--- src/rtl/pit_mem_arbiter_if.sv ---
// ----------------------------------------------------------------------------
// pit_mem_arbiter_if
//
// Bundles the two requester handshakes (interest-in writer, data-out reader)
// and the single-port PIT packet memory bus into one interface.
//
// Signals:
//   wr_req / wr_addr / wr_len / wr_data  writer burst request, base, length, byte
//   wr_grant / wr_done                   writer ownership and end-of-burst pulse
//   rd_req / rd_addr / rd_len            reader burst request, base, length
//   rd_grant / rd_data / rd_valid / rd_done  reader ownership, byte, strobe, end pulse
//   mem_addr / mem_we / mem_wdata        memory command (driven by the arbiter)
//   mem_rdata                            memory read data, one cycle after mem_addr
//
// Modports:
//   slave  : the arbiter's view (serves requests, drives the memory bus)
//   master : the requesters' and memory's view
// ----------------------------------------------------------------------------
interface pit_mem_arbiter_if #(
  parameter int ADDR_W = 10,
  parameter int DATA_W = 8
);

  // Writer side
  logic              wr_req;
  logic [ADDR_W-1:0] wr_addr;
  logic [ADDR_W-1:0] wr_len;
  logic [DATA_W-1:0] wr_data;
  logic              wr_grant;
  logic              wr_done;

  // Reader side
  logic              rd_req;
  logic [ADDR_W-1:0] rd_addr;
  logic [ADDR_W-1:0] rd_len;
  logic              rd_grant;
  logic [DATA_W-1:0] rd_data;
  logic              rd_valid;
  logic              rd_done;

  // Memory side
  logic [ADDR_W-1:0] mem_addr;
  logic              mem_we;
  logic [DATA_W-1:0] mem_wdata;
  logic [DATA_W-1:0] mem_rdata;

  modport slave (
    input  wr_req, wr_addr, wr_len, wr_data,
    input  rd_req, rd_addr, rd_len,
    input  mem_rdata,
    output wr_grant, wr_done,
    output rd_grant, rd_data, rd_valid, rd_done,
    output mem_addr, mem_we, mem_wdata
  );

  modport master (
    output wr_req, wr_addr, wr_len, wr_data,
    output rd_req, rd_addr, rd_len,
    output mem_rdata,
    input  wr_grant, wr_done,
    input  rd_grant, rd_data, rd_valid, rd_done,
    input  mem_addr, mem_we, mem_wdata
  );

endinterface

--- src/rtl/pit_mem_arbiter.sv ---
// ----------------------------------------------------------------------------
// pit_mem_arbiter
//
// Arbiter and burst sequencer for the single-port PIT packet memory.
// Two requesters share the memory: the writer stores a packet into its PIT
// slot, the reader streams a stored packet back out. Bursts never interleave;
// when both request at once, the one not served most recently wins.
//
// Ports:
//   clk    system clock, rising edge
//   reset  asynchronous, active-high reset (aborts any burst, no done pulse)
//   bus    pit_mem_arbiter_if.slave: requester handshakes and memory bus
//
// All outputs are registered except rd_data, which is a straight copy of
// mem_rdata (the memory already delays read data by one cycle, which lines it
// up with rd_valid).
// ----------------------------------------------------------------------------

// Protocol checker: properties that must hold on the arbiter's outputs.
module pit_mem_arbiter_chk (
  input logic clk,
  input logic reset,
  input logic wr_grant,
  input logic wr_done,
  input logic rd_grant,
  input logic rd_valid,
  input logic rd_done,
  input logic mem_we
);

  // Only one requester may own the memory at a time.
  a_grant_excl: assert property (@(posedge clk) disable iff (reset)
    !(wr_grant && rd_grant));

  // Writes never overlap with a read burst in flight.
  a_we_vs_read: assert property (@(posedge clk) disable iff (reset)
    !(mem_we && (rd_grant || rd_valid)));

  // Done strobes are single-cycle pulses.
  a_wr_done_pulse: assert property (@(posedge clk) disable iff (reset)
    wr_done |=> !wr_done);

  a_rd_done_pulse: assert property (@(posedge clk) disable iff (reset)
    rd_done |=> !rd_done);

endmodule

module pit_mem_arbiter #(
  parameter int ADDR_W = 10,
  parameter int DATA_W = 8
) (
  input  logic                  clk,
  input  logic                  reset,
  pit_mem_arbiter_if.slave      bus
);

  localparam logic [ADDR_W-1:0] ADDR_ZERO = {ADDR_W{1'b0}};
  localparam logic [ADDR_W-1:0] ADDR_ONE  = {{(ADDR_W-1){1'b0}}, 1'b1};
  localparam logic [DATA_W-1:0] DATA_ZERO = {DATA_W{1'b0}};

  typedef enum logic [2:0] {
    ST_IDLE   = 3'd0,
    ST_WRITE  = 3'd1,
    ST_W_TAIL = 3'd2,
    ST_READ   = 3'd3,
    ST_R_TAIL = 3'd4
  } state_e;

  // Which requester was served most recently (fairness pointer).
  typedef enum logic {
    LAST_WR = 1'b0,
    LAST_RD = 1'b1
  } last_e;

  // State and burst bookkeeping
  state_e            state_r,  state_s;
  last_e             last_r,   last_s;
  logic [ADDR_W-1:0] base_r,   base_s;
  logic [ADDR_W-1:0] len_r,    len_s;
  logic [ADDR_W-1:0] offset_r, offset_s;

  // Registered outputs
  logic              wr_grant_r,  wr_grant_s;
  logic              wr_done_r,   wr_done_s;
  logic              rd_grant_r,  rd_grant_s;
  logic              rd_valid_r,  rd_valid_s;
  logic              rd_done_r,   rd_done_s;
  logic              mem_we_r,    mem_we_s;
  logic [ADDR_W-1:0] mem_addr_r,  mem_addr_s;
  logic [DATA_W-1:0] mem_wdata_r, mem_wdata_s;

  // Arbitration and burst-end decode
  logic              wr_win_s;
  logic              rd_win_s;
  logic              last_beat_s;

  // Arbitration: a lone request wins; on a tie the requester not served last wins.
  always_comb begin
    wr_win_s    = 1'b0;
    rd_win_s    = 1'b0;
    last_beat_s = (offset_r == (len_r - ADDR_ONE));
    if (bus.wr_req && (!bus.rd_req || (last_r == LAST_RD))) begin
      wr_win_s = 1'b1;
    end else if (bus.rd_req) begin
      rd_win_s = 1'b1;
    end else begin
      wr_win_s = 1'b0;
      rd_win_s = 1'b0;
    end
  end

  // Next-state and next-output logic. Outputs are computed one cycle ahead
  // and registered, so every value below is what the pins show next cycle.
  always_comb begin
    state_s     = state_r;
    last_s      = last_r;
    base_s      = base_r;
    len_s       = len_r;
    offset_s    = offset_r;
    wr_grant_s  = 1'b0;
    wr_done_s   = 1'b0;
    rd_grant_s  = 1'b0;
    rd_valid_s  = 1'b0;
    rd_done_s   = 1'b0;
    mem_we_s    = 1'b0;
    mem_addr_s  = mem_addr_r;
    mem_wdata_s = mem_wdata_r;

    case (state_r)
      ST_IDLE: begin
        if (wr_win_s) begin
          base_s   = bus.wr_addr;
          len_s    = bus.wr_len;
          offset_s = ADDR_ZERO;
          last_s   = LAST_WR;
          // A zero-length burst skips straight to the tail: done only.
          if (bus.wr_len == ADDR_ZERO) begin
            state_s   = ST_W_TAIL;
            wr_done_s = 1'b1;
          end else begin
            state_s    = ST_WRITE;
            wr_grant_s = 1'b1;
          end
        end else if (rd_win_s) begin
          base_s     = bus.rd_addr;
          len_s      = bus.rd_len;
          offset_s   = ADDR_ZERO;
          last_s     = LAST_RD;
          // First read address goes out together with the grant.
          mem_addr_s = bus.rd_addr;
          if (bus.rd_len == ADDR_ZERO) begin
            state_s   = ST_R_TAIL;
            rd_done_s = 1'b1;
          end else begin
            state_s    = ST_READ;
            rd_grant_s = 1'b1;
          end
        end else begin
          state_s = ST_IDLE;
        end
      end

      ST_WRITE: begin
        // The byte presented under grant this cycle is written next cycle.
        mem_we_s    = 1'b1;
        mem_addr_s  = base_r + offset_r;
        mem_wdata_s = bus.wr_data;
        offset_s    = offset_r + ADDR_ONE;
        if (last_beat_s) begin
          state_s   = ST_W_TAIL;
          wr_done_s = 1'b1;
        end else begin
          state_s    = ST_WRITE;
          wr_grant_s = 1'b1;
        end
      end

      ST_W_TAIL: begin
        state_s = ST_IDLE;
      end

      ST_READ: begin
        // Data for the address issued this cycle arrives next cycle.
        rd_valid_s = 1'b1;
        offset_s   = offset_r + ADDR_ONE;
        if (last_beat_s) begin
          state_s   = ST_R_TAIL;
          rd_done_s = 1'b1;
        end else begin
          state_s    = ST_READ;
          rd_grant_s = 1'b1;
          mem_addr_s = base_r + offset_r + ADDR_ONE;
        end
      end

      ST_R_TAIL: begin
        state_s = ST_IDLE;
      end

      default: begin
        state_s = ST_IDLE;
      end
    endcase
  end

  // State, bookkeeping and output registers; reset aborts any burst silently.
  always_ff @(posedge clk or posedge reset) begin
    if (reset) begin
      state_r     <= ST_IDLE;
      last_r      <= LAST_RD;
      base_r      <= ADDR_ZERO;
      len_r       <= ADDR_ZERO;
      offset_r    <= ADDR_ZERO;
      wr_grant_r  <= 1'b0;
      wr_done_r   <= 1'b0;
      rd_grant_r  <= 1'b0;
      rd_valid_r  <= 1'b0;
      rd_done_r   <= 1'b0;
      mem_we_r    <= 1'b0;
      mem_addr_r  <= ADDR_ZERO;
      mem_wdata_r <= DATA_ZERO;
    end else begin
      state_r     <= state_s;
      last_r      <= last_s;
      base_r      <= base_s;
      len_r       <= len_s;
      offset_r    <= offset_s;
      wr_grant_r  <= wr_grant_s;
      wr_done_r   <= wr_done_s;
      rd_grant_r  <= rd_grant_s;
      rd_valid_r  <= rd_valid_s;
      rd_done_r   <= rd_done_s;
      mem_we_r    <= mem_we_s;
      mem_addr_r  <= mem_addr_s;
      mem_wdata_r <= mem_wdata_s;
    end
  end

  assign bus.wr_grant  = wr_grant_r;
  assign bus.wr_done   = wr_done_r;
  assign bus.rd_grant  = rd_grant_r;
  assign bus.rd_valid  = rd_valid_r;
  assign bus.rd_done   = rd_done_r;
  assign bus.rd_data   = bus.mem_rdata;
  assign bus.mem_we    = mem_we_r;
  assign bus.mem_addr  = mem_addr_r;
  assign bus.mem_wdata = mem_wdata_r;

  pit_mem_arbiter_chk u_chk (
    .clk      (clk),
    .reset    (reset),
    .wr_grant (wr_grant_r),
    .wr_done  (wr_done_r),
    .rd_grant (rd_grant_r),
    .rd_valid (rd_valid_r),
    .rd_done  (rd_done_r),
    .mem_we   (mem_we_r)
  );

endmodule

--- src/flat_wrapper.sv ---
// flat-port wrapper written by rule: the top's interface ports become plain ports
module pit_mem_arbiter_flat 
#(
  parameter int ADDR_W = 10,
  parameter int DATA_W = 8
)
  (clk, reset, bus_wr_req, bus_wr_addr, bus_wr_len, bus_wr_data, bus_rd_req, bus_rd_addr, bus_rd_len, bus_mem_rdata, bus_wr_grant, bus_wr_done, bus_rd_grant, bus_rd_data, bus_rd_valid, bus_rd_done, bus_mem_addr, bus_mem_we, bus_mem_wdata);
  pit_mem_arbiter_if #(.ADDR_W(ADDR_W), .DATA_W(DATA_W)) bus_i ();
  input  logic clk;
  input  logic reset;
  input wire logic [$bits(bus_i.wr_req)-1:0] bus_wr_req;
  input wire logic [$bits(bus_i.wr_addr)-1:0] bus_wr_addr;
  input wire logic [$bits(bus_i.wr_len)-1:0] bus_wr_len;
  input wire logic [$bits(bus_i.wr_data)-1:0] bus_wr_data;
  input wire logic [$bits(bus_i.rd_req)-1:0] bus_rd_req;
  input wire logic [$bits(bus_i.rd_addr)-1:0] bus_rd_addr;
  input wire logic [$bits(bus_i.rd_len)-1:0] bus_rd_len;
  input wire logic [$bits(bus_i.mem_rdata)-1:0] bus_mem_rdata;
  output wire logic [$bits(bus_i.wr_grant)-1:0] bus_wr_grant;
  output wire logic [$bits(bus_i.wr_done)-1:0] bus_wr_done;
  output wire logic [$bits(bus_i.rd_grant)-1:0] bus_rd_grant;
  output wire logic [$bits(bus_i.rd_data)-1:0] bus_rd_data;
  output wire logic [$bits(bus_i.rd_valid)-1:0] bus_rd_valid;
  output wire logic [$bits(bus_i.rd_done)-1:0] bus_rd_done;
  output wire logic [$bits(bus_i.mem_addr)-1:0] bus_mem_addr;
  output wire logic [$bits(bus_i.mem_we)-1:0] bus_mem_we;
  output wire logic [$bits(bus_i.mem_wdata)-1:0] bus_mem_wdata;
  assign bus_i.wr_req = bus_wr_req;
  assign bus_i.wr_addr = bus_wr_addr;
  assign bus_i.wr_len = bus_wr_len;
  assign bus_i.wr_data = bus_wr_data;
  assign bus_i.rd_req = bus_rd_req;
  assign bus_i.rd_addr = bus_rd_addr;
  assign bus_i.rd_len = bus_rd_len;
  assign bus_i.mem_rdata = bus_mem_rdata;
  assign bus_wr_grant = bus_i.wr_grant;
  assign bus_wr_done = bus_i.wr_done;
  assign bus_rd_grant = bus_i.rd_grant;
  assign bus_rd_data = bus_i.rd_data;
  assign bus_rd_valid = bus_i.rd_valid;
  assign bus_rd_done = bus_i.rd_done;
  assign bus_mem_addr = bus_i.mem_addr;
  assign bus_mem_we = bus_i.mem_we;
  assign bus_mem_wdata = bus_i.mem_wdata;
  pit_mem_arbiter #(.ADDR_W(ADDR_W), .DATA_W(DATA_W)) u_core (.clk(clk), .reset(reset), .bus(bus_i));
endmodule
--- config.mk ---
export PLATFORM = sky130hd
export DESIGN_NAME = pit_mem_arbiter_flat
export DESIGN_NICKNAME = d
export VERILOG_FILES = /design/src/rtl/pit_mem_arbiter_if.sv /design/src/rtl/pit_mem_arbiter.sv /design/src/flat_wrapper.sv
export SDC_FILE = /design/constraint.sdc
export NUM_CORES = 1
export LEC_CHECK = 0
export BUFFER_PORTS_ARGS = -buffer_cell sky130_fd_sc_hd__buf_2
export CAP_MARGIN = 20
export CORE_AREA = 2 2 84 86
export DETAILED_ROUTE_END_ITERATION = 16
export DIE_AREA = 0 0 86 88
export GPL_ROUTABILITY_DRIVEN = 0
export PLACE_DENSITY = 0.94
export SYNTH_ARGS = -nofsm -noshare
export SYNTH_HDL_FRONTEND = slang
export SYNTH_SLANG_ARGS = --single-unit
--- constraint.sdc ---
create_clock -name clk -period 4.8 [get_ports clk]
set_clock_uncertainty 0.2 [all_clocks]
set_input_delay 0.72 -clock clk [delete_from_list [all_inputs] [get_ports clk]]
set_output_delay 0.72 -clock clk [all_outputs]
set_load 0.005 [all_outputs]
==> impl_table.tex, run 1 <==
\begin{tabular}{lr}
\hline
Metric & Value \\
\hline
\multicolumn{2}{l}{\textbf{Run status}} \\
\quad Result of the run & complete, no violations \\
\multicolumn{2}{l}{\textbf{Clock tree}} \\
\quad Total number of H-tree levels & 3 \\
\quad Clock input transition at the sequential cells of the worst setup and hold paths & 0.07 ns \\
\quad Post-CTS Setup Bufs & 0 \\
\quad Clk Latency, worst-skew pair & 0.35 ns \\
\quad Number of buffers inserted for hold repair after clock tree synthesis & 0 \\
\quad Number of buffers inserted during clock tree synthesis & 9 \\
\quad TritonCTS clock tree & yes \\
\quad Max Root-Sink Buffers & 2 \\
\quad Buffer type at the clock tree root & sky130\_fd\_sc\_hd\_\_clkbuf\_8 \\
\quad Number of instances resized during post-cts repair & 0 \\
\quad Clock net sink count & 58 \\
\multicolumn{2}{l}{\textbf{Logic synthesis}} \\
\quad Count of flip-flops with a built-in enable after synthesis & 0 \\
\quad Number of standard cells after synthesis & 409 \\
\quad Area of the mapped netlist & about 3700 µm² \\
\quad Count of yosys warnings during synthesis & 0 \\
\quad Dominant synthesized flop cell & sky130\_fd\_sc\_hd\_\_dfrtp\_1 \\
\quad Post-synthesis area per instance & 9.14 µm² \\
\quad Top post-synthesis cells by area & sky130\_fd\_sc\_hd\_\_dfrtp\_1 38\%, sky130\_fd\_sc\_hd\_\_nand2\_1 6.3\%, sky130\_fd\_sc\_hd\_\_mux2i\_1 6.2\%, sky130\_fd\_sc\_hd\_\_o21ai\_0 4.6\%, sky130\_fd\_sc\_hd\_\_ha\_1 4.0\% \\
\quad Number of register bits inferred by synthesis & 58 \\
\quad Fraction of registers with async set or reset after synthesis & 1.00 \\
\quad Netlist cell types & 60 \\
\quad Sequential fraction of the synthesis area & 0.389 \\
\quad Mapped Nets & 482 \\
\quad Share of the synthesized area in the top cell type & 0.382 \\
\quad Post-synth top area cell & sky130\_fd\_sc\_hd\_\_dfrtp\_1 \\
\multicolumn{2}{l}{\textbf{Setup path}} \\
\quad Endpoint required time on the critical path & 4.78 ns \\
\quad Arrival time at the worst endpoint & 3.05 ns \\
\quad Critical path startpoint category & flop \\
\quad Type of the setup path with the least slack & reg2reg \\
\quad Maximum single-stage delay on the critical path & 0.58 ns \\
\quad Highest net fanout along the worst path & 9 \\
\quad Sort of element at the end of the critical path & flop \\
\quad Flop2flop setup slack & approximately 1.7 ns \\
\quad Critical-path top delay cell & sky130\_fd\_sc\_hd\_\_a221oi\_1 \\
\quad Worst path cell trace & ha\_1 > and3\_1 > a221oi\_1 > a21oi\_1 > xnor2\_1 > nor4\_1 > mux2i\_1 > a31oi\_1 \\
\multicolumn{2}{l}{\textbf{Cells and area}} \\
\quad Diodes inserted & 0 \\
\quad Final core utilization & 0.654 \\
\quad Area grow syn2layout & 16.3\% \\
\quad Design area & $\sim$4300 µm² \\
\quad Top library cells by usage in the layout, fill and taps aside & 75 x sky130\_fd\_sc\_hd\_\_buf\_2, 63 x sky130\_fd\_sc\_hd\_\_nand2\_1, 57 x sky130\_fd\_sc\_hd\_\_dfrtp\_1, 34 x sky130\_fd\_sc\_hd\_\_o21ai\_0, 29 x sky130\_fd\_sc\_hd\_\_nor2\_1 \\
\quad Nets & 549 \\
\quad Count of non-filler cells in the finished layout & $\sim$560 \\
\quad Share of cells above drive strength 1 & 0.235 \\
\quad Most common cell after layout, fill and taps aside & sky130\_fd\_sc\_hd\_\_buf\_2 \\
\multicolumn{2}{l}{\textbf{Global routing}} \\
\quad GRT Util Overall & 0.264 \\
\quad Wire length of the first global-routing pass & $\sim$16 mm \\
\quad Via count of the first global-routing pass & 3,279 \\
\quad Initial antenna violation count & 0 \\
\quad GRT overflow & 0 \\
\quad Maximum number of pins on one net before global-route repair & between 50 and 60 \\
\multicolumn{2}{l}{\textbf{Floorplanning}} \\
\quad Top-Level Pins & 92 \\
\quad Width of the chip & 86 µm \\
\quad Initial Utilization & 0.563 \\
\quad Die Y & around 88 µm \\
\quad Die area & 7570 µm² \\
\quad Core area & $\sim$6600 µm² \\
\quad Std-Cell Rows & 30 \\
\multicolumn{2}{l}{\textbf{STA}} \\
\quad Final max-slew violation count & 0 \\
\quad Max Clock Freq & 326 MHz \\
\quad Setup repair after global routing missed its margin & false \\
\quad Worst-case hold slack & between 0.2 and 0.3 ns \\
\quad Transition time at the pin with the least slew margin & 0.751 ns \\
\quad Endpoints failing setup & 0 \\
\quad Max\_slew headroom & 0.500 \\
\quad Hold violation total from the final report & 0 \\
\quad Summed negative setup slack over all endpoints & 0 ns \\
\quad Ratio of final minimum period to clock period & 0.639 \\
\quad Min Tclk post-route & 3.07 ns \\
\multicolumn{2}{l}{\textbf{Drt}} \\
\quad Number of iterations in the first detailed-routing pass & 5 \\
\quad Number of violations reported at the end of detailed-routing iteration 0 & 286 \\
\quad Routed wire per std cell & 16.8 µm \\
\quad Post-DRT Antenna Nets & 0 \\
\quad Routed Wire Length & approximately 9.4 mm \\
\quad Via count & around 3,400 \\
\quad DRC Markers & 0 \\
\quad Via density & slightly above 6 \\
\multicolumn{2}{l}{\textbf{Hold path}} \\
\quad Path type of the worst min-delay path & reg2reg \\
\multicolumn{2}{l}{\textbf{Flow run}} \\
\quad Max cap viols & 0 \\
\multicolumn{2}{l}{\textbf{Placed design}} \\
\quad Sum of net half-perimeters after detailed placement & 6.85 mm \\
\quad Number of I/O port buffers & 75 \\
\quad Number of placed cells counting well taps & 544 \\
\quad Post-DP Area & 4120 µm² \\
\multicolumn{2}{l}{\textbf{Power and ir drop}} \\
\quad Leakage power total & 2.14 nW \\
\quad Maximum ir drop on the vdd rail & 0.000435 V \\
\quad Cell area power density & 727 nW/µm² \\
\hline
\end{tabular}
layer usage:
layer,global-route usage,up-vias,part of all wire
met1,0.322,1652,0.42
met3,0.0547,23,0.067
met5,0,-,0
met4,0.108,0,0.023
met2,0.456,153,0.49
li1,-,1589,-
final timing paths:
kind                                           endpoint                    start  depth (start not counted)
worst max-delay path             u_core.bus.mem_addr[8]       u_core.offset_r[2]                          8
worst min-delay path            u_core.bus.mem_wdata[0]  u_core.bus.mem_wdata[0]                          2
worst max register to register   u_core.bus.mem_addr[8]       u_core.offset_r[2]                          8
worst min register to register  u_core.bus.mem_wdata[0]  u_core.bus.mem_wdata[0]                          2
max in group asynchronous        u_core.bus.mem_addr[2]                    reset                          3
min in group asynchronous               u_core.len_r[5]                    reset                          3
final cells by class:
type / instances / area (µm²)
flip-flops and latches: 58 / 1450
inverters: 15 / 56.3
multi-input cells: 313 / 2110
fillers: 532 / 2300
repair buffers: 79 / 413
well taps: 80 / 100
clock buffers: 9 / 124
clock inverters: 7 / 93.8
cells by family (layout without fill, tap and decap cells):
family	after synthesis	in the layout	synth area share
buffers and inverters	38	110	0.0485
AND/OR/NAND/NOR	159	159	0.206
AO/OA/AOI/OAI	84	84	0.159
adder cells (fa/ha/maj)	13	13	0.0455
multiplexers	27	27	0.0776
flip-flops	58	58	0.389
XOR/XNOR	30	30	0.0740
sequential cells by signal, summed over array words and instances (netlist names):
| signal | cells |
|---|---|
| u_core.bus.wr_grant | 1 |
| u_core.len_r | 10 |
| u_core.bus.mem_addr | 10 |
| u_core.offset_r | 10 |
| u_core.base_r | 10 |
| u_core.bus.mem_wdata | 8 |
| u_core.state_r | 3 |
| u_core.last_r | 1 |
| u_core.bus.rd_done | 1 |
| u_core.bus.wr_done | 1 |
| u_core.bus.rd_grant | 1 |
| u_core.bus.mem_we | 1 |
| u_core.bus.rd_valid | 1 |
critical path: cells and delay by family (launching register included):
family | cells | cell delay, ns
AND/OR/NAND/NOR | 2 | 0.45
flip-flops | 1 | 0.49
adder cells (fa/ha/maj) | 1 | 0.39
XOR/XNOR | 1 | 0.20
AO/OA/AOI/OAI | 3 | 0.95
multiplexers | 1 | 0.23
synthesized netlist by cell type, drive strengths merged (2+ instances only):
library cell	n
nand2	63
dfrtp	57
o21ai	36
nor2	29
mux2i	23
xnor2	16
inv	15
clkbuf	13
xor2	13
ha	12
nor4	11
buf	10
nand3	9
nor3	9
a21oi	7
a31oi	6
nor2b	6
and3	5
o211ai	5
o21a	5
mux2	4
nand4	4
or3	4
or4	4
a211o	3
a22oi	3
nand2b	3
or2	3
a21o	2
and3b	2
and4	2
o2111a	2
o2111ai	2
o22ai	2
o32ai	2
power by group:
group          switching, mW  internal, mW
Sequential             0.218         0.715
Combinational          0.954         0.771
Clock                  0.211         0.291
Total                   1.38          1.78
metrics by stage:
stage / setup slack (ns) / power, mW
2_1_floorplan: 2.10 / 2.19
3_3_place_gp: 1.92 / 2.51
3_5_place_dp: 1.80 / 2.61
4_1_cts: 1.79 / 3.13
5_1_grt: 1.58 / 3.40
6_report: 1.73 / 3.16
(Power assumes the default switching activity.)
==> run 2: changes to the inputs <==
Settings changed: ABC_AREA set to 1, CORE_AREA 2 2 84 86 to 2 2 88 90, DIE_AREA 0 0 86 88 to 0 0 90 92, PLACE_DENSITY 0.94 to 0.89.
Clock period 4.8 ns to 2.9 ns, I/O delays scaled along.
==> impl_table.tex, run 2 <==
\begin{tabular}{lr}
\hline
Metric & Value \\
\hline
\multicolumn{2}{l}{\textbf{Drt}} \\
\quad Routed wire per std cell & 13.4 µm (was 16.8 µm) \\
\quad Max layer used & met4 (unchanged) \\
\quad Met1 layer wirelength in the final routing & 3.98 mm (was 3.92 mm) \\
\quad Met2 WL post-DR & 4.64 mm (was 4.66 mm) \\
\quad Number of violations reported at the end of detailed-routing iteration 0 & 266 (was 286) \\
\quad Via density & 5.41 (was 6.09) \\
\quad Routed Wire Length & 9.61 mm (was 9.43 mm) \\
\quad Post-DRT Antenna Nets & 0 (unchanged) \\
\quad Via count & 3,871 (was 3,417) \\
\quad DRC Markers & 0 (unchanged) \\
\quad Number of iterations in the first detailed-routing pass & 5 (unchanged) \\
\quad Met3 Wirelength & 632 µm (was 634 µm) \\
\multicolumn{2}{l}{\textbf{STA}} \\
\quad Min Tclk post-route & 2.63 ns (was 3.07 ns) \\
\quad Max Clock Freq & 380 MHz (was 326 MHz) \\
\quad Transition time at the pin with the least slew margin & 0.725 ns (was 0.751 ns) \\
\quad Endpoints failing setup & 0 (unchanged) \\
\quad Final max-slew violation count & 0 (unchanged) \\
\quad Summed negative setup slack over all endpoints & 0 ns (unchanged) \\
\quad Hold violation total from the final report & 0 (unchanged) \\
\quad Setup repair after global routing missed its margin & false (unchanged) \\
\quad Worst-case hold slack & 0.0869 ns (was 0.276 ns) \\
\quad Max\_slew headroom & 0.517 (was 0.500) \\
\quad Ratio of final minimum period to clock period & 0.908 (was 0.639) \\
\multicolumn{2}{l}{\textbf{Power and ir drop}} \\
\quad Logic gate share of total power & 0.591 (was 0.546) \\
\quad Switching Power & 2.49 mW (was 1.38 mW) \\
\quad Switching share of total power & 0.496 (was 0.438) \\
\quad Leakage power total & 2.31 nW (was 2.14 nW) \\
\quad Maximum ir drop on the vdd rail & 0.000667 V (was 0.000435 V) \\
\quad Power share of the clock group & 0.123 (was 0.159) \\
\quad Sequential share of power & 0.287 (was 0.295) \\
\quad Total Power Consumption & 5.02 mW (was 3.16 mW) \\
\quad Cell area power density & 1140 nW/µm² (was 727 nW/µm²) \\
\quad Internal power consumption & 2.53 mW (was 1.78 mW) \\
\multicolumn{2}{l}{\textbf{Global routing}} \\
\quad Initial antenna violation count & 0 (unchanged) \\
\quad Wire length of the first global-routing pass & 16.7 mm (was 15.6 mm) \\
\quad GRT Util Overall & 0.248 (was 0.264) \\
\quad Maximum number of pins on one net before global-route repair & 59 (unchanged) \\
\quad GRT overflow & 0 (unchanged) \\
\quad Via count of the first global-routing pass & 3,751 (was 3,279) \\
\multicolumn{2}{l}{\textbf{Setup path}} \\
\quad Type of the setup path with the least slack & reg2reg (unchanged) \\
\quad Start point of the critical path & u\_core.offset\_r[0] (was u\_core.offset\_r[2]) \\
\quad Critical path startpoint category & flop (unchanged) \\
\quad Highest net fanout along the worst path & 6 (was 9) \\
\quad Flop2flop setup slack & 0.27 ns (was 1.73 ns) \\
\quad Sort of element at the end of the critical path & flop (unchanged) \\
\quad Arrival time at the worst endpoint & 2.67 ns (was 3.05 ns) \\
\quad FF-to-FF Start & u\_core.offset\_r[0] (was u\_core.offset\_r[2]) \\
\quad Endpoint required time on the critical path & 2.93 ns (was 4.78 ns) \\
\multicolumn{2}{l}{\textbf{Floorplanning}} \\
\quad Std-Cell Rows & 32 (was 30) \\
\quad Die area & 8280 µm² (was 7570 µm²) \\
\quad Die Y & 92 µm (was 88 µm) \\
\quad Core area & 7450 µm² (was 6640 µm²) \\
\quad Initial Utilization & 0.519 (was 0.563) \\
\quad Top-Level Pins & 92 (unchanged) \\
\quad Width of the chip & 90 µm (was 86 µm) \\
\multicolumn{2}{l}{\textbf{Logic synthesis}} \\
\quad Multiplexer share of the synthesized area & 0 (was 0.0776) \\
\quad Fraction of registers with async set or reset after synthesis & 1.00 (unchanged) \\
\quad Number of standard cells after synthesis & 542 (was 409) \\
\quad Complex-gate fraction of the synthesized area & 0.133 (was 0.159) \\
\quad Sequential fraction of the synthesis area & 0.376 (was 0.389) \\
\quad Post-synth top area cell & sky130\_fd\_sc\_hd\_\_dfrtp\_1 (unchanged) \\
\quad Count of flip-flops with a built-in enable after synthesis & 0 (unchanged) \\
\quad Post-synthesis area per instance & 7.13 µm² (was 9.14 µm²) \\
\quad Simple-Gate Fraction of Synth Area & 0.313 (was 0.206) \\
\quad Number of register bits inferred by synthesis & 58 (unchanged) \\
\quad Post-synthesis share of cell area spent on full adders, half adders and majority gates & 0.0440 (was 0.0455) \\
\quad Share of the synthesized area in the top cell type & 0.369 (was 0.382) \\
\quad Count of yosys warnings during synthesis & 0 (unchanged) \\
\quad Top-count cell post-synth & sky130\_fd\_sc\_hd\_\_nand2\_1 (unchanged) \\
\quad Area of the mapped netlist & 3870 µm² (was 3740 µm²) \\
\quad Dominant synthesized flop cell & sky130\_fd\_sc\_hd\_\_dfrtp\_1 (unchanged) \\
\quad Netlist cell types & 45 (was 60) \\
\quad Top post-synthesis cells by area & sky130\_fd\_sc\_hd\_\_dfrtp\_1 37\%, sky130\_fd\_sc\_hd\_\_nand2\_1 15\%, sky130\_fd\_sc\_hd\_\_inv\_1 5.6\%, sky130\_fd\_sc\_hd\_\_nor2\_1 5.3\%, sky130\_fd\_sc\_hd\_\_o21ai\_0 4.4\% (was sky130\_fd\_sc\_hd\_\_dfrtp\_1 38\%, sky130\_fd\_sc\_hd\_\_nand2\_1 6.3\%, sky130\_fd\_sc\_hd\_\_mux2i\_1 6.2\%, sky130\_fd\_sc\_hd\_\_o21ai\_0 4.6\%, sky130\_fd\_sc\_hd\_\_ha\_1 4.0\%) \\
\quad Combinational family with the most area after synthesis & simple AND/OR/NAND/NOR gates (unchanged) \\
\quad Post-synth top cells & 153 x sky130\_fd\_sc\_hd\_\_nand2\_1, 58 x sky130\_fd\_sc\_hd\_\_inv\_1, 57 x sky130\_fd\_sc\_hd\_\_dfrtp\_1, 55 x sky130\_fd\_sc\_hd\_\_nor2\_1, 34 x sky130\_fd\_sc\_hd\_\_o21ai\_0 (was 63 x sky130\_fd\_sc\_hd\_\_nand2\_1, 57 x sky130\_fd\_sc\_hd\_\_dfrtp\_1, 34 x sky130\_fd\_sc\_hd\_\_o21ai\_0, 29 x sky130\_fd\_sc\_hd\_\_nor2\_1, 23 x sky130\_fd\_sc\_hd\_\_mux2i\_1) \\
\quad Xor/xnor share of the synthesized area & 0.0330 (was 0.0740) \\
\quad Mapped Nets & 615 (was 482) \\
\multicolumn{2}{l}{\textbf{Clock tree}} \\
\quad Max Root-Sink Buffers & 2 (unchanged) \\
\quad Number of buffers inserted during clock tree synthesis & 9 (unchanged) \\
\quad Number of buffers inserted for hold repair after clock tree synthesis & 0 (unchanged) \\
\quad Clock input transition at the sequential cells of the worst setup and hold paths & 0.07 ns (about the same) \\
\quad Total number of H-tree levels & 3 (unchanged) \\
\quad Buffer type at the clock tree root & sky130\_fd\_sc\_hd\_\_clkbuf\_8 (unchanged) \\
\quad Clk Latency, worst-skew pair & 0.34 ns (was 0.35 ns) \\
\quad Clock net sink count & 58 (unchanged) \\
\quad TritonCTS clock tree & yes (unchanged) \\
\multicolumn{2}{l}{\textbf{Hold path}} \\
\quad Launch instance of the worst min-delay path & bus\_wr\_data[2] (was u\_core.bus.mem\_wdata[0]) \\
\quad Path type of the worst min-delay path & in2reg (was reg2reg) \\
\multicolumn{2}{l}{\textbf{Cells and area}} \\
\quad Number of filler cells placed in the layout & 689 (was 532) \\
\quad Final core utilization & 0.593 (was 0.654) \\
\quad Area grow syn2layout & 14.1\% (was 16.3\%) \\
\quad Most common cell after layout, fill and taps aside & sky130\_fd\_sc\_hd\_\_nand2\_1 (was sky130\_fd\_sc\_hd\_\_buf\_2) \\
\quad Share of cells above drive strength 1 & 0.202 (was 0.235) \\
\quad Diodes inserted & 0 (unchanged) \\
\quad Nets & 683 (was 549) \\
\quad Top library cells by usage in the layout, fill and taps aside & 153 x sky130\_fd\_sc\_hd\_\_nand2\_1, 75 x sky130\_fd\_sc\_hd\_\_buf\_2, 57 x sky130\_fd\_sc\_hd\_\_inv\_1, 57 x sky130\_fd\_sc\_hd\_\_dfrtp\_1, 54 x sky130\_fd\_sc\_hd\_\_nor2\_1 (was 75 x sky130\_fd\_sc\_hd\_\_buf\_2, 63 x sky130\_fd\_sc\_hd\_\_nand2\_1, 57 x sky130\_fd\_sc\_hd\_\_dfrtp\_1, 34 x sky130\_fd\_sc\_hd\_\_o21ai\_0, 29 x sky130\_fd\_sc\_hd\_\_nor2\_1) \\
\multicolumn{2}{l}{\textbf{Flow run}} \\
\quad Max cap viols & 0 (unchanged) \\
\multicolumn{2}{l}{\textbf{Placed design}} \\
\quad Sum of net half-perimeters after detailed placement & 7.37 mm (was 6.85 mm) \\
\quad Number of I/O port buffers & 75 (unchanged) \\
\multicolumn{2}{l}{\textbf{Run status}} \\
\quad Result of the run & complete, no violations (unchanged) \\
\hline
\end{tabular}
-- run 2: critical path, stage by stage, from the launching register on --
cell                      delay, ns
sky130_fd_sc_hd__dfrtp_1       0.43
sky130_fd_sc_hd__ha_1          0.26
sky130_fd_sc_hd__inv_1         0.08
sky130_fd_sc_hd__fa_1          0.43
sky130_fd_sc_hd__inv_1         0.09
sky130_fd_sc_hd__nand2_1       0.07
sky130_fd_sc_hd__nor2_2        0.18
sky130_fd_sc_hd__nand3_1       0.09
sky130_fd_sc_hd__nor2_1        0.14
sky130_fd_sc_hd__nand3_1       0.14
sky130_fd_sc_hd__nor2_1        0.11
sky130_fd_sc_hd__nand3_1       0.07
sky130_fd_sc_hd__nand3_1       0.09
sky130_fd_sc_hd__nand2_1       0.06
sky130_fd_sc_hd__nand2_1       0.05
sky130_fd_sc_hd__nand2_1       0.04
-- run 2: metal layers --
metal,track usage,up-vias
li1,-,1881
met1,0.306,1801
met2,0.413,157
met3,0.0509,32
met4,0.127,0
met5,0,-
-- run 2: final timing paths --
kind | endpoint | cells after the start
setup / recovery | u_core.bus.mem_addr[9] | 15
min in group asynchronous | u_core.bus.mem_wdata[4] | 3
hold reg to reg | u_core.bus.mem_addr[0] | 2
setup reg to reg | u_core.bus.mem_addr[9] | 15
hold / removal | u_core.bus.mem_wdata[2] | 3
max in group asynchronous | u_core.base_r[8] | 3
-- run 2: final cells by class --
cell class              count  area [µm²]  share of cell area
multi-input cells         397        2020               0.459
flip-flops and latches     58        1450               0.329
repair buffers             81         420              0.0953
inverters                  63         236              0.0536
clock buffers              11         131              0.0298
well taps                 102         128              0.0289
clock inverters             4        20.0             0.00454
-- run 2: per-stage QoR --
| step | cells | cell area [µm²] | setup slack, ns |
|---|---|---|---|
| floorplan | 542 | 3870 | 0.498 |
| global placement | 701 | 4260 | 0.377 |
| detailed placement | 701 | 4260 | 0.256 |
| CTS | 716 | 4410 | 0.262 |
| global route | 716 | 4410 | 0.00823 |
| finish | 716 | 4410 | 0.266 |
-- run 2: logic make-up after synthesis --
| group | after synthesis |
|---|---|
| buf+inv | 87 |
| simple gates | 278 |
| xor+xnor | 13 |
| compound gates | 93 |
| fa+ha+maj | 13 |
| flops | 58 |
-- run 2: what timing repair did --
item / in CTS / in global routing
setup buffers: 0 / 0
gates resized for setup: 0 / 1
endpoints found under the setup margin: 0 / 1
-- run 2: power groups by stage --
| stage | combinational [mW] | clock [mW] | sequential, mW |
|---|---|---|---|
| global placement | 2.79 | 0 | 1.43 |
| finish | 2.96 | 0.615 | 1.44 |
| floorplan | 2.28 | 0 | 1.40 |
| detailed placement | 2.93 | 0 | 1.44 |
| global route | 3.39 | 0.651 | 1.48 |
| CTS | 2.94 | 0.621 | 1.43 |
==> run 3: changes to the inputs <==
--- a/config.mk
+++ b/config.mk
@@ -9,10 +9,11 @@
 export BUFFER_PORTS_ARGS = -buffer_cell sky130_fd_sc_hd__buf_2
 export CAP_MARGIN = 20
-export CORE_AREA = 2 2 88 90
+export CORE_AREA = 2 2 87 89
 export DETAILED_ROUTE_END_ITERATION = 16
-export DIE_AREA = 0 0 90 92
+export DIE_AREA = 0 0 89 91
 export GPL_ROUTABILITY_DRIVEN = 0
 export PLACE_DENSITY = 0.89
 export SYNTH_ARGS = -nofsm -noshare
 export SYNTH_HDL_FRONTEND = slang
+export SYNTH_HIERARCHICAL = 1
 export SYNTH_SLANG_ARGS = --single-unit
==> constraint.sdc (replaced) <==
create_clock -name clk -period 2.9 [get_ports clk]
set_clock_uncertainty 0.2 [all_clocks]
set_input_delay 0.29 -clock clk [delete_from_list [all_inputs] [get_ports clk]]
set_output_delay 0.29 -clock clk [all_outputs]
set_load 0.005 [all_outputs]
==> impl_table.tex, run 3 <==
\begin{tabular}{lr}
\hline
Metric & Value \\
\hline
\multicolumn{2}{l}{\textbf{Run status}} \\
\quad Result of the run & complete, no violations (unchanged) \\
\multicolumn{2}{l}{\textbf{Placed design}} \\
\quad Sum of net half-perimeters after detailed placement & 7.53 mm (was 7.37 mm) \\
\quad Number of placed cells counting well taps & 703 (was 701) \\
\quad Worst setup timing slack at the placement stage & 0.193 ns (was 0.256 ns) \\
\quad Number of I/O port buffers & 75 (unchanged) \\
\multicolumn{2}{l}{\textbf{STA}} \\
\quad Ratio of final minimum period to clock period & 0.931 (was 0.908) \\
\quad Summed negative setup slack over all endpoints & 0 ns (unchanged) \\
\quad Transition time at the pin with the least slew margin & 0.665 ns (was 0.725 ns) \\
\quad Worst-case hold slack & 0.0372 ns (was 0.0869 ns) \\
\quad Min Tclk post-route & 2.70 ns (was 2.63 ns) \\
\quad Endpoints failing setup & 0 (unchanged) \\
\quad Setup repair after global routing missed its margin & false (unchanged) \\
\quad Hold violation total from the final report & 0 (unchanged) \\
\quad Max Clock Freq & 370 MHz (was 380 MHz) \\
\quad Min setup slack post-route & 0.199 ns (was 0.266 ns) \\
\quad Final max-slew violation count & 0 (unchanged) \\
\quad Max\_slew headroom & 0.556 (was 0.517) \\
\multicolumn{2}{l}{\textbf{Flow run}} \\
\quad Max cap viols & 0 (unchanged) \\
\multicolumn{2}{l}{\textbf{Logic synthesis}} \\
\quad Mapped Nets & 617 (was 615) \\
\quad Dominant synthesized flop cell & sky130\_fd\_sc\_hd\_\_dfrtp\_1 (unchanged) \\
\quad Combinational family with the most area after synthesis & simple AND/OR/NAND/NOR gates (unchanged) \\
\quad Multiplexer share of the synthesized area & 0.00594 (was 0) \\
\quad Post-synth top cells & 177 x sky130\_fd\_sc\_hd\_\_nand2\_1, 60 x sky130\_fd\_sc\_hd\_\_inv\_1, 57 x sky130\_fd\_sc\_hd\_\_dfrtp\_1, 50 x sky130\_fd\_sc\_hd\_\_nor2\_1, 44 x sky130\_fd\_sc\_hd\_\_nand3\_1 (was 153 x sky130\_fd\_sc\_hd\_\_nand2\_1, 58 x sky130\_fd\_sc\_hd\_\_inv\_1, 57 x sky130\_fd\_sc\_hd\_\_dfrtp\_1, 55 x sky130\_fd\_sc\_hd\_\_nor2\_1, 34 x sky130\_fd\_sc\_hd\_\_o21ai\_0) \\
\quad Netlist cell types & 37 (was 45) \\
\quad Number of register bits inferred by synthesis & 58 (unchanged) \\
\quad Post-synthesis share of cell area spent on full adders, half adders and majority gates & 0.0449 (was 0.0440) \\
\quad Area of the mapped netlist & 3790 µm² (was 3870 µm²) \\
\quad Sequential fraction of the synthesis area & 0.383 (was 0.376) \\
\quad Fraction of registers with async set or reset after synthesis & 1.00 (unchanged) \\
\quad Xor/xnor share of the synthesized area & 0.0185 (was 0.0330) \\
\quad Post-synth top area cell & sky130\_fd\_sc\_hd\_\_dfrtp\_1 (unchanged) \\
\quad Share of the synthesized area in the top cell type & 0.376 (was 0.369) \\
\quad Number of standard cells after synthesis & 544 (was 542) \\
\quad Count of flip-flops with a built-in enable after synthesis & 0 (unchanged) \\
\quad Complex-gate fraction of the synthesized area & 0.111 (was 0.133) \\
\quad Top-count cell post-synth & sky130\_fd\_sc\_hd\_\_nand2\_1 (unchanged) \\
\quad Post-synthesis area per instance & 6.96 µm² (was 7.13 µm²) \\
\quad Top post-synthesis cells by area & sky130\_fd\_sc\_hd\_\_dfrtp\_1 38\%, sky130\_fd\_sc\_hd\_\_nand2\_1 18\%, sky130\_fd\_sc\_hd\_\_inv\_1 5.9\%, sky130\_fd\_sc\_hd\_\_nand3\_1 5.8\%, sky130\_fd\_sc\_hd\_\_o21ai\_0 5.0\% (was sky130\_fd\_sc\_hd\_\_dfrtp\_1 37\%, sky130\_fd\_sc\_hd\_\_nand2\_1 15\%, sky130\_fd\_sc\_hd\_\_inv\_1 5.6\%, sky130\_fd\_sc\_hd\_\_nor2\_1 5.3\%, sky130\_fd\_sc\_hd\_\_o21ai\_0 4.4\%) \\
\quad Simple-Gate Fraction of Synth Area & 0.338 (was 0.313) \\
\quad Count of yosys warnings during synthesis & 6 (was 0) \\
\multicolumn{2}{l}{\textbf{Drt}} \\
\quad DRC Markers & 0 (unchanged) \\
\quad Via density & 5.57 (was 5.41) \\
\quad Via count & 4,052 (was 3,871) \\
\quad Max layer used & met4 (unchanged) \\
\quad Routed Wire Length & 10.5 mm (was 9.61 mm) \\
\quad Number of violations reported at the end of detailed-routing iteration 0 & 308 (was 266) \\
\quad Number of iterations in the first detailed-routing pass & 8 (was 5) \\
\quad Post-DRT Antenna Nets & 0 (unchanged) \\
\quad Met2 WL post-DR & 5.14 mm (was 4.64 mm) \\
\quad Met3 Wirelength & 802 µm (was 632 µm) \\
\quad Met1 layer wirelength in the final routing & 4.16 mm (was 3.98 mm) \\
\quad Routed wire per std cell & 14.5 µm (was 13.4 µm) \\
\multicolumn{2}{l}{\textbf{Floorplanning}} \\
\quad Die Y & 91 µm (was 92 µm) \\
\quad Die area & 8100 µm² (was 8280 µm²) \\
\quad Std-Cell Rows & 31 (was 32) \\
\quad Top-Level Pins & 92 (unchanged) \\
\quad Initial Utilization & 0.531 (was 0.519) \\
\quad Width of the chip & 89 µm (was 90 µm) \\
\quad Core area & 7140 µm² (was 7450 µm²) \\
\multicolumn{2}{l}{\textbf{Cells and area}} \\
\quad Final core utilization & 0.638 (was 0.593) \\
\quad Most common cell after layout, fill and taps aside & sky130\_fd\_sc\_hd\_\_nand2\_1 (unchanged) \\
\quad Count of non-filler cells in the finished layout & 728 (was 716) \\
\quad Top library cells by usage in the layout, fill and taps aside & 177 x sky130\_fd\_sc\_hd\_\_nand2\_1, 75 x sky130\_fd\_sc\_hd\_\_buf\_2, 59 x sky130\_fd\_sc\_hd\_\_inv\_1, 57 x sky130\_fd\_sc\_hd\_\_dfrtp\_1, 49 x sky130\_fd\_sc\_hd\_\_nor2\_1 (was 153 x sky130\_fd\_sc\_hd\_\_nand2\_1, 75 x sky130\_fd\_sc\_hd\_\_buf\_2, 57 x sky130\_fd\_sc\_hd\_\_inv\_1, 57 x sky130\_fd\_sc\_hd\_\_dfrtp\_1, 54 x sky130\_fd\_sc\_hd\_\_nor2\_1) \\
\quad Share of cells above drive strength 1 & 0.197 (was 0.202) \\
\quad Nets & 697 (was 683) \\
\quad Area grow syn2layout & 20.3\% (was 14.1\%) \\
\quad Number of filler cells placed in the layout & 623 (was 689) \\
\quad Diodes inserted & 0 (unchanged) \\
\multicolumn{2}{l}{\textbf{Clock tree}} \\
\quad TritonCTS clock tree & yes (unchanged) \\
\quad Max Root-Sink Buffers & 2 (unchanged) \\
\quad Total number of H-tree levels & 3 (unchanged) \\
\quad Clock input transition at the sequential cells of the worst setup and hold paths & 0.07 ns (about the same) \\
\quad Clock net sink count & 58 (unchanged) \\
\quad Buffer type at the clock tree root & sky130\_fd\_sc\_hd\_\_clkbuf\_8 (unchanged) \\
\quad Clk Latency, worst-skew pair & 0.33 ns (was 0.34 ns) \\
\quad Number of buffers inserted during clock tree synthesis & 9 (unchanged) \\
\multicolumn{2}{l}{\textbf{Global routing}} \\
\quad GRT overflow & 0 (unchanged) \\
\quad Wire length of the first global-routing pass & 17.8 mm (was 16.7 mm) \\
\quad Maximum number of pins on one net before global-route repair & 33 (was 59) \\
\quad Via count of the first global-routing pass & 4,040 (was 3,751) \\
\quad Initial antenna violation count & 0 (unchanged) \\
\quad GRT Util Overall & 0.278 (was 0.248) \\
\multicolumn{2}{l}{\textbf{Power and ir drop}} \\
\quad Maximum ir drop on the vdd rail & 0.000475 V (was 0.000667 V) \\
\quad Cell area power density & 1130 nW/µm² (was 1140 nW/µm²) \\
\quad Leakage power total & 2.46 nW (was 2.31 nW) \\
\multicolumn{2}{l}{\textbf{Setup path}} \\
\quad Type of the setup path with the least slack & reg2reg (unchanged) \\
\quad Endpoint required time on the critical path & 2.92 ns (was 2.93 ns) \\
\quad Sort of element at the end of the critical path & flop (unchanged) \\
\quad Highest net fanout along the worst path & 6 (unchanged) \\
\quad Critical path startpoint category & flop (unchanged) \\
\quad Arrival time at the worst endpoint & 2.72 ns (was 2.67 ns) \\
\multicolumn{2}{l}{\textbf{Hold path}} \\
\quad Path type of the worst min-delay path & in2reg (unchanged) \\
\hline
\end{tabular}
## run 3: cells by family (layout without fill, tap and decap cells)
family | count (synthesis) | count (layout)
simple gates | 301 | 301
xor+xnor | 8 | 8
mux | 2 | 2
compound gates | 75 | 75
flops | 58 | 58
fa+ha+maj | 13 | 13
buf+inv | 87 | 172
## run 3: power by group
group	internal (mW)	switching (mW)
logic	0.977	1.80
clock network	0.570	0.340
registers	1.17	0.276
## run 3: final timing paths
| path | depth (start not counted) | end | slack [ns] | startpoint |
|---|---|---|---|---|
| worst max-delay path | 12 | u_core/bus.mem_addr[8] | 0.20 | u_core/offset_r[0] |
| worst min-delay path | 3 | u_core/base_r[9] | 0.04 | bus_wr_addr[9] |
| worst max register to register | 12 | u_core/bus.mem_addr[8] | 0.20 | u_core/offset_r[0] |
| worst min register to register | 2 | u_core/bus.mem_wdata[0] | 0.27 | u_core/bus.mem_wdata[0] |
| max in group asynchronous | 4 | u_core/len_r[8] | 1.55 | reset |
| min in group asynchronous | 3 | u_core/bus.mem_wdata[7] | 0.31 | reset |
## run 3: layout make-up
| cell class | count | area (µm²) | area share |
|---|---|---|---|
| timing repair buffer | 90 | 510 | 0.112 |
| multi-input combinational | 399 | 1980 | 0.435 |
| sequential | 58 | 1450 | 0.319 |
| clock inverter | 7 | 116 | 0.0255 |
| tap | 99 | 124 | 0.0272 |
| inverter | 66 | 248 | 0.0544 |
| clock buffer | 9 | 124 | 0.0272 |
## run 3: critical path, stage by stage (launching register included)
cell                      delay (ns)
sky130_fd_sc_hd__dfrtp_1        0.45
sky130_fd_sc_hd__ha_2           0.23
sky130_fd_sc_hd__fa_1           0.55
sky130_fd_sc_hd__ha_1           0.17
sky130_fd_sc_hd__inv_1          0.05
sky130_fd_sc_hd__nor2_1         0.14
sky130_fd_sc_hd__nand3_1        0.13
sky130_fd_sc_hd__nor2_2         0.16
sky130_fd_sc_hd__nand3_2        0.11
sky130_fd_sc_hd__o21ai_2        0.13
sky130_fd_sc_hd__nor2_1         0.07
sky130_fd_sc_hd__nor2_1         0.14
sky130_fd_sc_hd__nor2_1         0.05
## run 3: timing repair
action	CTS	global route
hold buffers	9	0
gates resized for setup	0	5
hold endpoints to repair	26	0
setup endpoints to repair	0	2
setup buffers	0	0
## run 3: routing by layer
metal / up-vias / track usage
met5: - / 0
met4: 0 / 0.132
met3: 47 / 0.0600
met2: 206 / 0.463
met1: 1884 / 0.338
li1: 1915 / -
## run 3: per-stage QoR
step,power [mW],area (µm²)
2_1_floorplan,3.39,3790
3_3_place_gp,3.95,4210
3_5_place_dp,4.07,4210
4_1_cts,5.04,4540
5_1_grt,5.58,4560
6_report,5.13,4560
